$ cat src/rtl/column_reducer_pkg.sv
// column_reducer_pkg
//   Shared types and defaults for the column reduction stage and any future
//   group-by stages that reuse the reduce step.
//   Contents:
//     NUM_SIZE_DEFAULT - default data width (signed two's complement)
//     LEN_W_DEFAULT    - default element-count width
//     agg_op_t         - reduction operator encoding
//     agg_identity()   - identity value of an operator at a given width
package column_reducer_pkg;

  localparam int NUM_SIZE_DEFAULT = 32;
  localparam int LEN_W_DEFAULT    = 16;

  typedef enum logic [1:0] {
    AGG_SUM = 2'd0,
    AGG_MIN = 2'd1,
    AGG_MAX = 2'd2,
    AGG_CNT = 2'd3
  } agg_op_t;

  // Identities at the default width. MIN starts at the most positive value,
  // MAX at the most negative one.
  localparam logic [NUM_SIZE_DEFAULT-1:0] ID_SUM = '0;
  localparam logic [NUM_SIZE_DEFAULT-1:0] ID_MIN = {1'b0, {(NUM_SIZE_DEFAULT-1){1'b1}}};
  localparam logic [NUM_SIZE_DEFAULT-1:0] ID_MAX = {1'b1, {(NUM_SIZE_DEFAULT-1){1'b0}}};
  localparam logic [NUM_SIZE_DEFAULT-1:0] ID_CNT = '0;

endpackage

$ cat src/rtl/column_reducer_reduce_step.sv
// column_reducer_reduce_step
//   Purely combinational single-element reduction: folds one element into the
//   running accumulator for the selected operator.
//   Ports:
//     acc      in  NUM_SIZE  current accumulator
//     in_data  in  NUM_SIZE  element to fold in
//     op       in  agg_op_t  reduction operator
//     next_acc out NUM_SIZE  updated accumulator
//     ovf      out 1         signed SUM overflow on this step (SUM only)
module column_reducer_reduce_step
  import column_reducer_pkg::*;
#(
  parameter int NUM_SIZE = NUM_SIZE_DEFAULT
) (
  input  logic [NUM_SIZE-1:0] acc,
  input  logic [NUM_SIZE-1:0] in_data,
  input  agg_op_t             op,
  output logic [NUM_SIZE-1:0] next_acc,
  output logic                ovf
);

  logic [NUM_SIZE-1:0] sum;
  logic                in_lt_acc;

  assign sum       = acc + in_data;
  assign in_lt_acc = $signed(in_data) < $signed(acc);

  always_comb begin
    next_acc = acc;
    ovf      = 1'b0;
    case (op)
      AGG_SUM: begin
        next_acc = sum;
        // Same-signed operands producing a result of the other sign.
        ovf = (acc[NUM_SIZE-1] == in_data[NUM_SIZE-1]) &&
              (sum[NUM_SIZE-1] != acc[NUM_SIZE-1]);
      end
      AGG_MIN: next_acc = in_lt_acc ? in_data : acc;
      AGG_MAX: next_acc = in_lt_acc ? acc : in_data;
      AGG_CNT: next_acc = acc + {{(NUM_SIZE-1){1'b0}}, |in_data};
      default: next_acc = acc;
    endcase
  end

endmodule

$ cat src/rtl/column_reducer.sv
// column_reducer
//   Reduces one column of ALU results (in_data <- ALU out, in_valid <- ALU
//   valid) to a scalar: SUM, MIN, MAX or COUNT of non-zero elements. The
//   scalar is held behind a valid/ready handshake until the host accepts it.
//   All outputs are registered; LEN_W must not exceed NUM_SIZE.
//   Ports:
//     clk        in  1         clock
//     reset      in  1         asynchronous active-high reset
//     start      in  1         request; latches agg_op and len (IDLE only)
//     agg_op     in  2         0=SUM 1=MIN 2=MAX 3=COUNT_NZ
//     len        in  LEN_W     elements to reduce
//     in_valid   in  1         element strobe
//     in_data    in  NUM_SIZE  element value
//     busy       out 1         column in progress or result pending
//     res_valid  out 1         result available
//     res_ready  in  1         consumer accepts result
//     res_data   out NUM_SIZE  reduced value
//     res_count  out LEN_W     elements consumed
//     overflow   out 1         signed SUM overflow seen in this column
//
//   state   | meaning
//   --------+-------------------------------------------------
//   S_IDLE  | waiting for start; element strobes dropped
//   S_ACCUM | folding elements until len have been accepted
//   S_DONE  | result presented, held until res_ready
module column_reducer
  import column_reducer_pkg::*;
#(
  parameter int NUM_SIZE = NUM_SIZE_DEFAULT,
  parameter int LEN_W    = LEN_W_DEFAULT
) (
  input  logic                clk,
  input  logic                reset,
  input  logic                start,
  input  logic [1:0]          agg_op,
  input  logic [LEN_W-1:0]    len,
  input  logic                in_valid,
  input  logic [NUM_SIZE-1:0] in_data,
  output logic                busy,
  output logic                res_valid,
  input  logic                res_ready,
  output logic [NUM_SIZE-1:0] res_data,
  output logic [LEN_W-1:0]    res_count,
  output logic                overflow
);

  typedef enum logic [1:0] {
    S_IDLE  = 2'd0,
    S_ACCUM = 2'd1,
    S_DONE  = 2'd2
  } state_t;

  state_t              state_q, state_d;
  agg_op_t             op_q, op_d;
  logic [LEN_W-1:0]    len_q, len_d;
  logic [LEN_W-1:0]    cnt_q, cnt_d;
  logic [NUM_SIZE-1:0] acc_q, acc_d;
  logic                ovf_q, ovf_d;

  logic [NUM_SIZE-1:0] step_acc;
  logic                step_ovf;
  logic [LEN_W-1:0]    cnt_inc;

  function automatic logic [NUM_SIZE-1:0] identity(input agg_op_t op);
    case (op)
      AGG_MIN: identity = {1'b0, {(NUM_SIZE-1){1'b1}}};
      AGG_MAX: identity = {1'b1, {(NUM_SIZE-1){1'b0}}};
      default: identity = '0;
    endcase
  endfunction

  column_reducer_reduce_step #(
    .NUM_SIZE (NUM_SIZE)
  ) u_reduce_step (
    .acc      (acc_q),
    .in_data  (in_data),
    .op       (op_q),
    .next_acc (step_acc),
    .ovf      (step_ovf)
  );

  assign cnt_inc = cnt_q + LEN_W'(1);

  always_comb begin
    state_d = state_q;
    op_d    = op_q;
    len_d   = len_q;
    cnt_d   = cnt_q;
    acc_d   = acc_q;
    ovf_d   = ovf_q;
    case (state_q)
      S_IDLE: begin
        if (start) begin
          op_d    = agg_op_t'(agg_op);
          len_d   = len;
          cnt_d   = '0;
          ovf_d   = 1'b0;
          acc_d   = identity(agg_op_t'(agg_op));
          state_d = (len == '0) ? S_DONE : S_ACCUM;
        end
      end
      S_ACCUM: begin
        if (in_valid) begin
          acc_d = step_acc;
          cnt_d = cnt_inc;
          ovf_d = ovf_q | step_ovf;
          // cnt_inc == len is the same as cnt == len-1 without underflow.
          if (cnt_inc == len_q) state_d = S_DONE;
        end
      end
      S_DONE: begin
        // start is deliberately not looked at here, even on the handshake.
        if (res_ready) state_d = S_IDLE;
      end
      default: state_d = S_IDLE;
    endcase
  end

  always_ff @(posedge clk or posedge reset) begin
    if (reset) begin
      state_q <= S_IDLE;
      op_q    <= AGG_SUM;
      len_q   <= '0;
      cnt_q   <= '0;
      acc_q   <= '0;
      ovf_q   <= 1'b0;
    end else begin
      state_q <= state_d;
      op_q    <= op_d;
      len_q   <= len_d;
      cnt_q   <= cnt_d;
      acc_q   <= acc_d;
      ovf_q   <= ovf_d;
    end
  end

  assign busy      = (state_q != S_IDLE);
  assign res_valid = (state_q == S_DONE);
  assign res_data  = acc_q;
  assign res_count = cnt_q;
  assign overflow  = ovf_q;

endmodule

$ cat config.mk
export PLATFORM = sky130hd
export DESIGN_NAME = column_reducer
export DESIGN_NICKNAME = d
export VERILOG_FILES = /design/src/rtl/column_reducer_pkg.sv /design/src/rtl/column_reducer_reduce_step.sv /design/src/rtl/column_reducer.sv
export SDC_FILE = /design/constraint.sdc
export NUM_CORES = 1
export LEC_CHECK = 0
export ABC_AREA = 1
export CAP_MARGIN = 20
export CORE_UTILIZATION = 40
export DETAILED_ROUTE_END_ITERATION = 16
export SLEW_MARGIN = 0
export SYNTH_ARGS = -nofsm -noshare
export SYNTH_HDL_FRONTEND = slang
export SYNTH_HIERARCHICAL = 1
export SYNTH_SLANG_ARGS = --single-unit
$ cat constraint.sdc
create_clock -name clk -period 3.3 [get_ports clk]
set_clock_uncertainty 0.2 [all_clocks]
set_input_delay 0.99 -clock clk [delete_from_list [all_inputs] [get_ports clk]]
set_output_delay 0.99 -clock clk [all_outputs]
set_load 0.03 [all_outputs]
==> results of run 1 <==
-- logic make-up (layout without fill, tap and decap cells) --
family                     Yosys count  in the layout  synth area share [%]
xor gates and xnor gates            15             15                  1.48
AOI/OAI and AO/OA                  170            170                  10.7
and+or+nand+nor                    912            912                  46.9
buffers and inverters              263            599                  11.7
adders and majority gates           67             67                  9.54
DFF                                 69             69                  19.5
muxes                                1              1                 0.127
-- what timing repair did --
action | in CTS | in global routing
setup endpoints to repair | 33 | 33
buffers inserted | 17 | 13
resized for setup | 182 | 116
endpoints found under the hold margin | 0 | 0
pin swaps | 76 | 58
hold buffers | 0 | 0
gates cloned | 5 | 3
-- power by group through the flow --
stage	Combinational, mW	Sequential [mW]	Clock, mW
3_3_place_gp	8.01	1.47	0
2_1_floorplan	4.22	1.84	0
4_1_cts	9.07	1.47	1.01
6_report	9.94	1.48	1.01
5_1_grt	10.6	1.52	1.05
3_5_place_dp	8.08	1.48	0
-- synth_stat cells (3+ instances only) --
master	instances	share of area, %
a21oi_1	59	3.3
inv_1	208	8.8
inv_2	5	0.21
nor4_1	11	0.78
nand3_1	288	16
nand3_2	3	0.34
xor2_1	12	1.2
clkinv_1	3	0.13
nand2_1	385	16
or2_2	5	0.35
buf_1	4	0.17
nor2_4	3	0.38
a31oi_1	3	0.21
o21ai_0	63	3.6
buf_6	3	0.38
ha_1	66	9.3
o22ai_1	12	0.85
buf_4	4	0.34
nand3b_1	6	0.51
xnor2_1	3	0.30
nor2_2	8	0.56
nand2_2	12	0.85
o211ai_1	5	0.42
a21o_1	3	0.25
nor2_1	97	4.1
o21bai_1	11	0.93
clkbuf_1	23	0.97
nand4_1	63	4.4
dfrtp_1	69	19
o21a_1	4	0.34
nor3_1	22	1.2
buf_2	13	0.73
a21boi_0	4	0.34
-- critical path, stage by stage --
cell     delay [ns]
buf_8          0.10
nor4_4         0.29
buf_4          0.17
nand4_1        0.18
or4_4          0.57
ha_4           0.19
ha_4           0.16
nand2_4        0.07
nor2_4         0.04
nand2_2        0.09
nor2_4         0.05
inv_4          0.08
nor2_4         0.05
nand2_2        0.07
nor2_2         0.03
nand2_1        0.08
o21ai_1        0.06
nand3_1        0.09
nand4_1        0.09
nand3_1        0.09
nand3_1        0.08
-- registers in the layout, indices dropped and copies added, names as in the netlist --
signal,flops
len_q,16
res_count,16
res_data,32
op_q,2
overflow,1
state_q,2
-- layout make-up --
| type | instances | area, sq um | share of cell area (%) |
|---|---|---|---|
| Inverter | 216 | 821 | 6.11 |
| Clock buffer | 9 | 225 | 1.68 |
| Multi-Input combinational cell | 1165 | 6940 | 51.7 |
| Clock inverter | 7 | 73.8 | 0.549 |
| Sequential cell | 69 | 1730 | 12.8 |
| Timing Repair Buffer | 367 | 3300 | 24.6 |
| Tap cell | 280 | 350 | 2.61 |
-- stage by stage --
stage	hold slack, ns	util, %
CTS	0.309	59.6
detailed placement	0.274	54.6
global route	0.337	61.8
finish	0.300	61.8
floorplan	0.253	-
global placement	0.272	54.6
-- worst max path at each step --
stage	startpoint	slack [ns]	end
detailed placement	in_data[17]	-0.96	res_data[18]
CTS	in_data[19]	-0.28	res_data[18]
global placement	in_data[17]	-0.94	res_data[16]
floorplan	in_data[8]	-0.14	res_data[16]
global route	in_data[16]	-0.42	res_data[18]
finish	in_data[16]	-0.32	res_data[18]
-- per-layer routing --
metal | global-route usage [%] | routed length [um]
met2 | 52.8 | 17200
met4 | 16.0 | 2140
met5 | 0 | 0
met3 | 6.36 | 4210
met1 | 46.4 | 16500
==> impl_metrics.ini, run 1 <==
[status]
status = finished with violations
violations = setup timing

[power_and_ir_drop]
p_sw_share_pct = 52.1
p_leak_nw = 6.50
power.density_mw_per_mm2 = 925
power.switching_mw = 6.47
peakVddDrop_uv = 653
power.total_mw = 12.4
pwr-share-comb_pct = 80.0
p_clk_share_pct = 8.1
power.internal_mw = 5.96
seqPwrFrac_pct = 11.9

[synth]
synth-seq-cells = 69
synth-seq-area-share_pct = 19.5
syn_avg_cell_area_sq_um = 5.92
syn_inst = 1497
synth_warnings = 6
synth_cell_types = 46
syn_nets = 1619
netlist_area_sq_mm = 0.00887
synth-edff-count = 0
dominantRegCellSynth = dfrtp_1
synth-async-reset-ratio_pct = 100

[worst_setup_path]
r2r-start = res_data[27]
startpoint_type = primary input
worst_r2r_path_depth = 18
end_kind = flop
r2r_setup_slack_ns = 0.17
path_class = in -> reg
reg2reg_to = res_data[23]
cp.required_ns = 3.30
critical_path.max_fanout = 3
cp.arrival_ns = 3.62

[floorplan]
die_width_um = 151
num_rows = 54
core_sq_mm = 0.0218
die_h_um = 151
ios = 106
die_area_sq_mm = 0.0228
initial_core_util_pct = 40.8

[finish]
diodes = 0
final_cell_area_sq_mm = 0.0134
drive_gt1_share_pct = 25.0
area_delta_synth_final_pct = 51.6
fin_cells = 2113
fillCellCount = 2074
final_cell_mix = 363 x nand2_1, 280 x nand3_1, 213 x buf_4, 195 x inv_1, 81 x nor2_1
nets = 1950
mostFrequentLayoutCell = nand2_1

[placement]
globalplace.congestion = 0.982
port_buffers = 105
dp_hpwl_mm = 28.2
dpl.cell_count = 2060
placed_cell_area_sq_mm = 0.0119
pre_cts_ws_ns = -0.964

[drt]
drtAntennaViolNets = 0
wl_mm = 40.0
drcViolationCount = 0
post_drt_wl_per_cell_um = 18.9
vias = 12000
viasPerCell = 5.69
drt_first_pass_iters = 6
drtIter0Drc = 1502

[clock_network]
cts_tree = yes
insertion_delay_ns = 0.35
cts-root-buf = clkbuf_16
cts_num_sinks = 69
cts.reportedPaths.clkPinSlew_ns = 0.06
cts_max_level = 3
cts_made_buffers = 9
clockBufferDepth = 2

[timing]
tns_ns = -6.04
tightest_slew_ns = 0.809
period_share_pct = 110
final_max_slew_viol_count = 0
fin_ws_ns = -0.320
fmax_mhz = 276
min_period_ns = 3.62
rsz0062_at_grt = true
finalSetupViolCount = 29
maxSlewHeadroom_pct = 45.7
hold_violations = 0

[global_route]
grt_max_degree = 59
antenna_found_initial = 0
grt_pass1_wl_mm = 59.5
grt_util_all_layers_pct = 34.4
grt-ovfl-total = 0
grt_pass1_vias = 11000

[min_path]
hold_path_depth = 2
hold_path_end = len_q[4]
hold_start = len_q[4]
hold_class = reg -> reg

[job]
maxCapViolations = 0
Power figures use the tool's default switching activity.
==> inputs of run 2 (changes only) <==
CELL_PAD_IN_SITES_DETAIL_PLACEMENT = 0   (was default)
CELL_PAD_IN_SITES_GLOBAL_PLACEMENT = 1   (was default)
PLACE_DENSITY_LB_ADDON = 0.1   (was default)
==> impl_metrics.ini, run 2 (synthesis results as in run 1) <==
[status]
status = finished with violations
violations = setup timing

[drt]
drtIter0Drc = 1298
wl_mm = 41.5
drt_first_pass_iters = 8
post_drt_wl_per_cell_um = 19.4
drtAntennaViolNets = 0
viasPerCell = 5.63
vias = 12000
drcViolationCount = 0

[worst_setup_path]
startpoint_type = primary input
cp.arrival_ns = 3.61
critical_path.max_fanout = 3
cp.required_ns = 3.38
path_class = in -> reg
end_kind = flop

[clock_network]
clockBufferDepth = 2
cts_max_level = 3
cts.reportedPaths.clkPinSlew_ns = 0.07
cts_made_buffers = 9
insertion_delay_ns = 0.35
cts_num_sinks = 69
cts_tree = yes
postCtsHoldBufs = 0
cts-root-buf = clkbuf_16

[placement]
placed_cell_area_sq_mm = 0.0120
port_buffers = 105
globalplace.congestion = 0.919
dp_hpwl_mm = 29.2
pre_cts_ws_ns = -1.21

[timing]
timing.hold.ws_ns = 0.300
min_period_ns = 3.53
tns_ns = -2.67
period_share_pct = 107
rsz0062_at_grt = true
maxSlewHeadroom_pct = 59.9
finalSetupViolCount = 23
fin_ws_ns = -0.228
fmax_mhz = 283
hold_violations = 0
final_max_slew_viol_count = 0
tightest_slew_ns = 0.597

[finish]
mostFrequentLayoutCell = nand2_1
nets = 1977
largest_reg_flops = 32
area_delta_synth_final_pct = 53.2
diodes = 0
fillCellCount = 2062
final_cell_mix = 361 x nand2_1, 264 x nand3_1, 250 x buf_4, 197 x inv_1, 87 x nor2_1
multiInputGateArea_sq_mm = 0.00692
seqCellArea_sq_mm = 0.00173
final_cell_area_sq_mm = 0.0136
drive_gt1_share_pct = 26.6

[power_and_ir_drop]
power.total_mw = 12.4
power.density_mw_per_mm2 = 914
peakVddDrop_uv = 645
p_leak_nw = 6.64

[global_route]
grt_pass1_vias = 10900
grt_pass1_wl_mm = 60.7
antenna_found_initial = 0
grt_max_degree = 70
grt_util_all_layers_pct = 35.4
grt-ovfl-total = 0

[floorplan]
die_area_sq_mm = 0.0228
die_width_um = 151
core_sq_mm = 0.0218
initial_core_util_pct = 40.8
ios = 106
num_rows = 54
die_h_um = 151

[job]
maxCapViolations = 0

[min_path]
hold_class = reg -> reg
run 2: cell types whose count changed in the layout (fill, tap and decap cells not counted), sizes merged:
cell,change
buf,+37
clkbuf,-6
dlygate4sd2,-5
clkdlybuf4s15,+1
clkinv,-1
inv,+1
run 2: final timing paths:
path / startpoint / end / slack, ns / cells past startpoint
worst min-delay path: len_q[4] / len_q[4] / 0.30 / 2
worst min register to register: len_q[4] / len_q[4] / 0.30 / 2
worst max-delay path: in_data[23] / res_data[6] / -0.23 / 17
min in group asynchronous: reset / res_count[13] / 0.85 / 3
max in group asynchronous: reset / overflow / 1.73 / 3
worst max register to register: res_data[1] / res_data[6] / 0.23 / 20
run 2: repair_timing:
item,in CTS,in global routing
cloned,5,3
resized for setup,143,160
setup endpoints to repair,33,33
setup buffers,30,15
pin swaps,26,92
run 2: layer usage:
layer | up-vias | track usage [%] | wire (um)
met1 | 5518 | 48.4 | 17400
li1 | 5709 | - | -
met3 | 133 | 5.66 | 3800
met5 | - | 0.227 | 0
met4 | 0 | 15.6 | 1960
met2 | 684 | 54.6 | 18300
run 2: per-stage QoR:
step	std cells	util, %
after detailed placement	2073	55.1
after CTS	2123	59.1
after global routing	2140	62.4
final	2140	62.4
after floorplan	1497	-
after global placement	2073	55.1
run 2: final cells by class:
type	count	share of cell area [%]
Clock buffer	9	1.66
Clock inverter	7	0.599
Inverter	216	6.01
Multi-Input combinational cell	1165	50.9
Sequential cell	69	12.7
Tap cell	280	2.58
Timing Repair Buffer	394	25.5
run 2: power breakdown:
group          switching (mW)  leakage (nW)  internal [mW]
registers               0.311         0.893           1.15
logic                    5.75          5.60           4.15
clock network           0.448         0.147          0.595
total                    6.51          6.64           5.90
run 2: critical path, cell delays in order:
cell,delay [ns]
buf_2,0.13
nor4_4,0.32
nand4_1,0.22
or4_4,0.48
ha_4,0.19
ha_4,0.17
nand2_4,0.08
nor2_4,0.05
nand2_4,0.07
nor2_4,0.06
buf_4,0.16
a21oi_2,0.13
o21ai_1,0.10
buf_4,0.15
nand4_1,0.10
nand3_1,0.08
nand3_1,0.11
==> inputs of run 3 (changes only) <==
CORE_ASPECT_RATIO = 0.9   (was default)
==> impl_metrics.ini, run 3 (synthesis results as in run 1) <==
[worst_setup_path]
cp.arrival_ns = 3.54
cp_slowest_cell = or4_4
path_class = in -> reg
critical_path.max_fanout = 4
crit_chain = buf_2 > nor4_4 > nand4_1 > or4_4 > ha_4 > ha_4 > nand2_4 > nor2_4 > nand2_2 > nor2_4 > inv_4 > buf_4 > nor3_4 > or2_4 > nand3_2 > nand4_1 > nand3_1 > nand3_1
startpoint_type = primary input
cp.required_ns = 3.30
end_kind = flop
r2r-start = res_data[24]
r2r_setup_slack_ns = 0.18
max_stage_delay_ns = 0.49
crit_start = in_data[23]

[global_route]
grt_pass1_vias = 11100
grt_util_all_layers_pct = 35.9
grt_max_degree = 39
grt-ovfl-total = 0
grt_pass1_wl_mm = 63.1
antenna_found_initial = 0

[drt]
post_drt_wl_per_cell_um = 19.6
drcViolationCount = 0
viasPerCell = 5.59
drtAntennaViolNets = 0
drt_first_pass_iters = 8
vias = 12100
wl_mm = 42.4
drtIter0Drc = 1270

[clock_network]
cts_num_sinks = 69
clockBufferDepth = 2
insertion_delay_ns = 0.35
cts_made_buffers = 9
cts-root-buf = clkbuf_16
cts_max_level = 3
cts_tree = yes
postCtsHoldBufs = 0
cts.reportedPaths.clkPinSlew_ns = 0.07

[timing]
hold_violations = 0
maxSlewHeadroom_pct = 56.8
rsz0062_at_grt = true
fin_ws_ns = -0.243
timing.hold.ws_ns = 0.294
finalSetupViolCount = 20
fmax_mhz = 282
final_max_slew_viol_count = 0
min_period_ns = 3.54
tightest_slew_ns = 0.647
period_share_pct = 107
tns_ns = -2.90

[finish]
nets = 1994
largest_reg_flops = 32
diodes = 0
mostFrequentLayoutCell = nand2_1
drive_gt1_share_pct = 27.4
final_cell_mix = 356 x nand2_1, 278 x nand3_1, 268 x buf_4, 194 x inv_1, 85 x nor2_1
area_delta_synth_final_pct = 56.2
fillCellCount = 2028

[floorplan]
core_sq_mm = 0.0217
num_rows = 51
initial_core_util_pct = 40.9
die_width_um = 159
ios = 106
die_h_um = 143
die_area_sq_mm = 0.0228

[status]
status = finished with violations
violations = setup timing

[min_path]
hold_class = reg -> reg
hold_start = len_q[4]

[power_and_ir_drop]
power.density_mw_per_mm2 = 920
p_leak_nw = 6.74
peakVddDrop_uv = 724

[job]
maxCapViolations = 0

[placement]
dp_hpwl_mm = 30.3
globalplace.congestion = 0.936
port_buffers = 105
run 3: cell types whose count changed in the layout (fill, tap and decap cells not counted), moves of 5 or more:
cell,previous run,this run
buf_12,8,13
buf_4,250,268
buf_6,30,22
ha_1,42,37
ha_4,23,28
nand2_1,361,356
nand2_2,24,31
nand3_1,264,278
nand3_2,24,10
run 3: area by class of cell:
cell class                      count  area (sq um)  share of cell area (%)
Timing Repair Buffer              411          3640                    26.3
Clock inverter                      6          93.8                   0.678
Inverter                          216           823                    5.94
Multi-Input combinational cell   1165          6960                    50.3
Sequential cell                    69          1730                    12.5
Tap cell                          291           364                    2.63
Clock buffer                       10           239                    1.73
run 3: routing by layer:
layer	up-vias	wire length [um]	track usage (%)
li1	5738	-	-
met1	5618	18400	50.2
met2	652	18000	54.1
met3	115	4340	6.97
met4	0	1660	14.4
met5	-	0	0
run 3: worst max-delay path: cells and delay by family:
kind / cells / cell delay, ns
AND/OR/NAND/NOR: 13 / 1.86
adder cells (fa/ha/maj): 2 / 0.36
buffers and inverters: 3 / 0.31
run 3: final timing paths:
check                      cells past startpoint            to
min reg2reg                                    2      len_q[4]
min                                            2      len_q[4]
max in group asynchronous                      3  res_data[20]
min in group asynchronous                      2  res_count[7]
max                                           18  res_data[22]
max reg2reg                                   17  res_data[20]
run 3: stage by stage:
stage / power [mW] / utilization [%] / worst slack (ns) / cell area, sq um / std cells
after floorplan: 6.07 / - / -0.142 / 8930 / 1497
after global placement: 9.83 / 55.8 / -1.25 / 12100 / 2092
after detailed placement: 9.91 / 55.8 / -1.27 / 12100 / 2092
after CTS: 12.0 / 61.5 / -0.137 / 13300 / 2155
after global routing: 13.5 / 63.8 / -0.355 / 13800 / 2168
final: 12.7 / 63.8 / -0.243 / 13800 / 2168
run 3: power breakdown:
group | leakage, nW | switching [mW] | internal [mW] | total, mW
Clock | 0.160 | 0.445 | 0.691 | 1.14
Combinational | 5.69 | 5.83 | 4.31 | 10.1
Sequential | 0.893 | 0.313 | 1.15 | 1.46
run 3: what timing repair did:
item / 4_1_cts / 5_1_grt
endpoints found under the hold margin: 0 / 0
setup buffers: 43 / 13
cloned: 6 / 2
pin swaps: 55 / 49
setup endpoints to repair: 33 / 33
gates resized for setup: 199 / 115
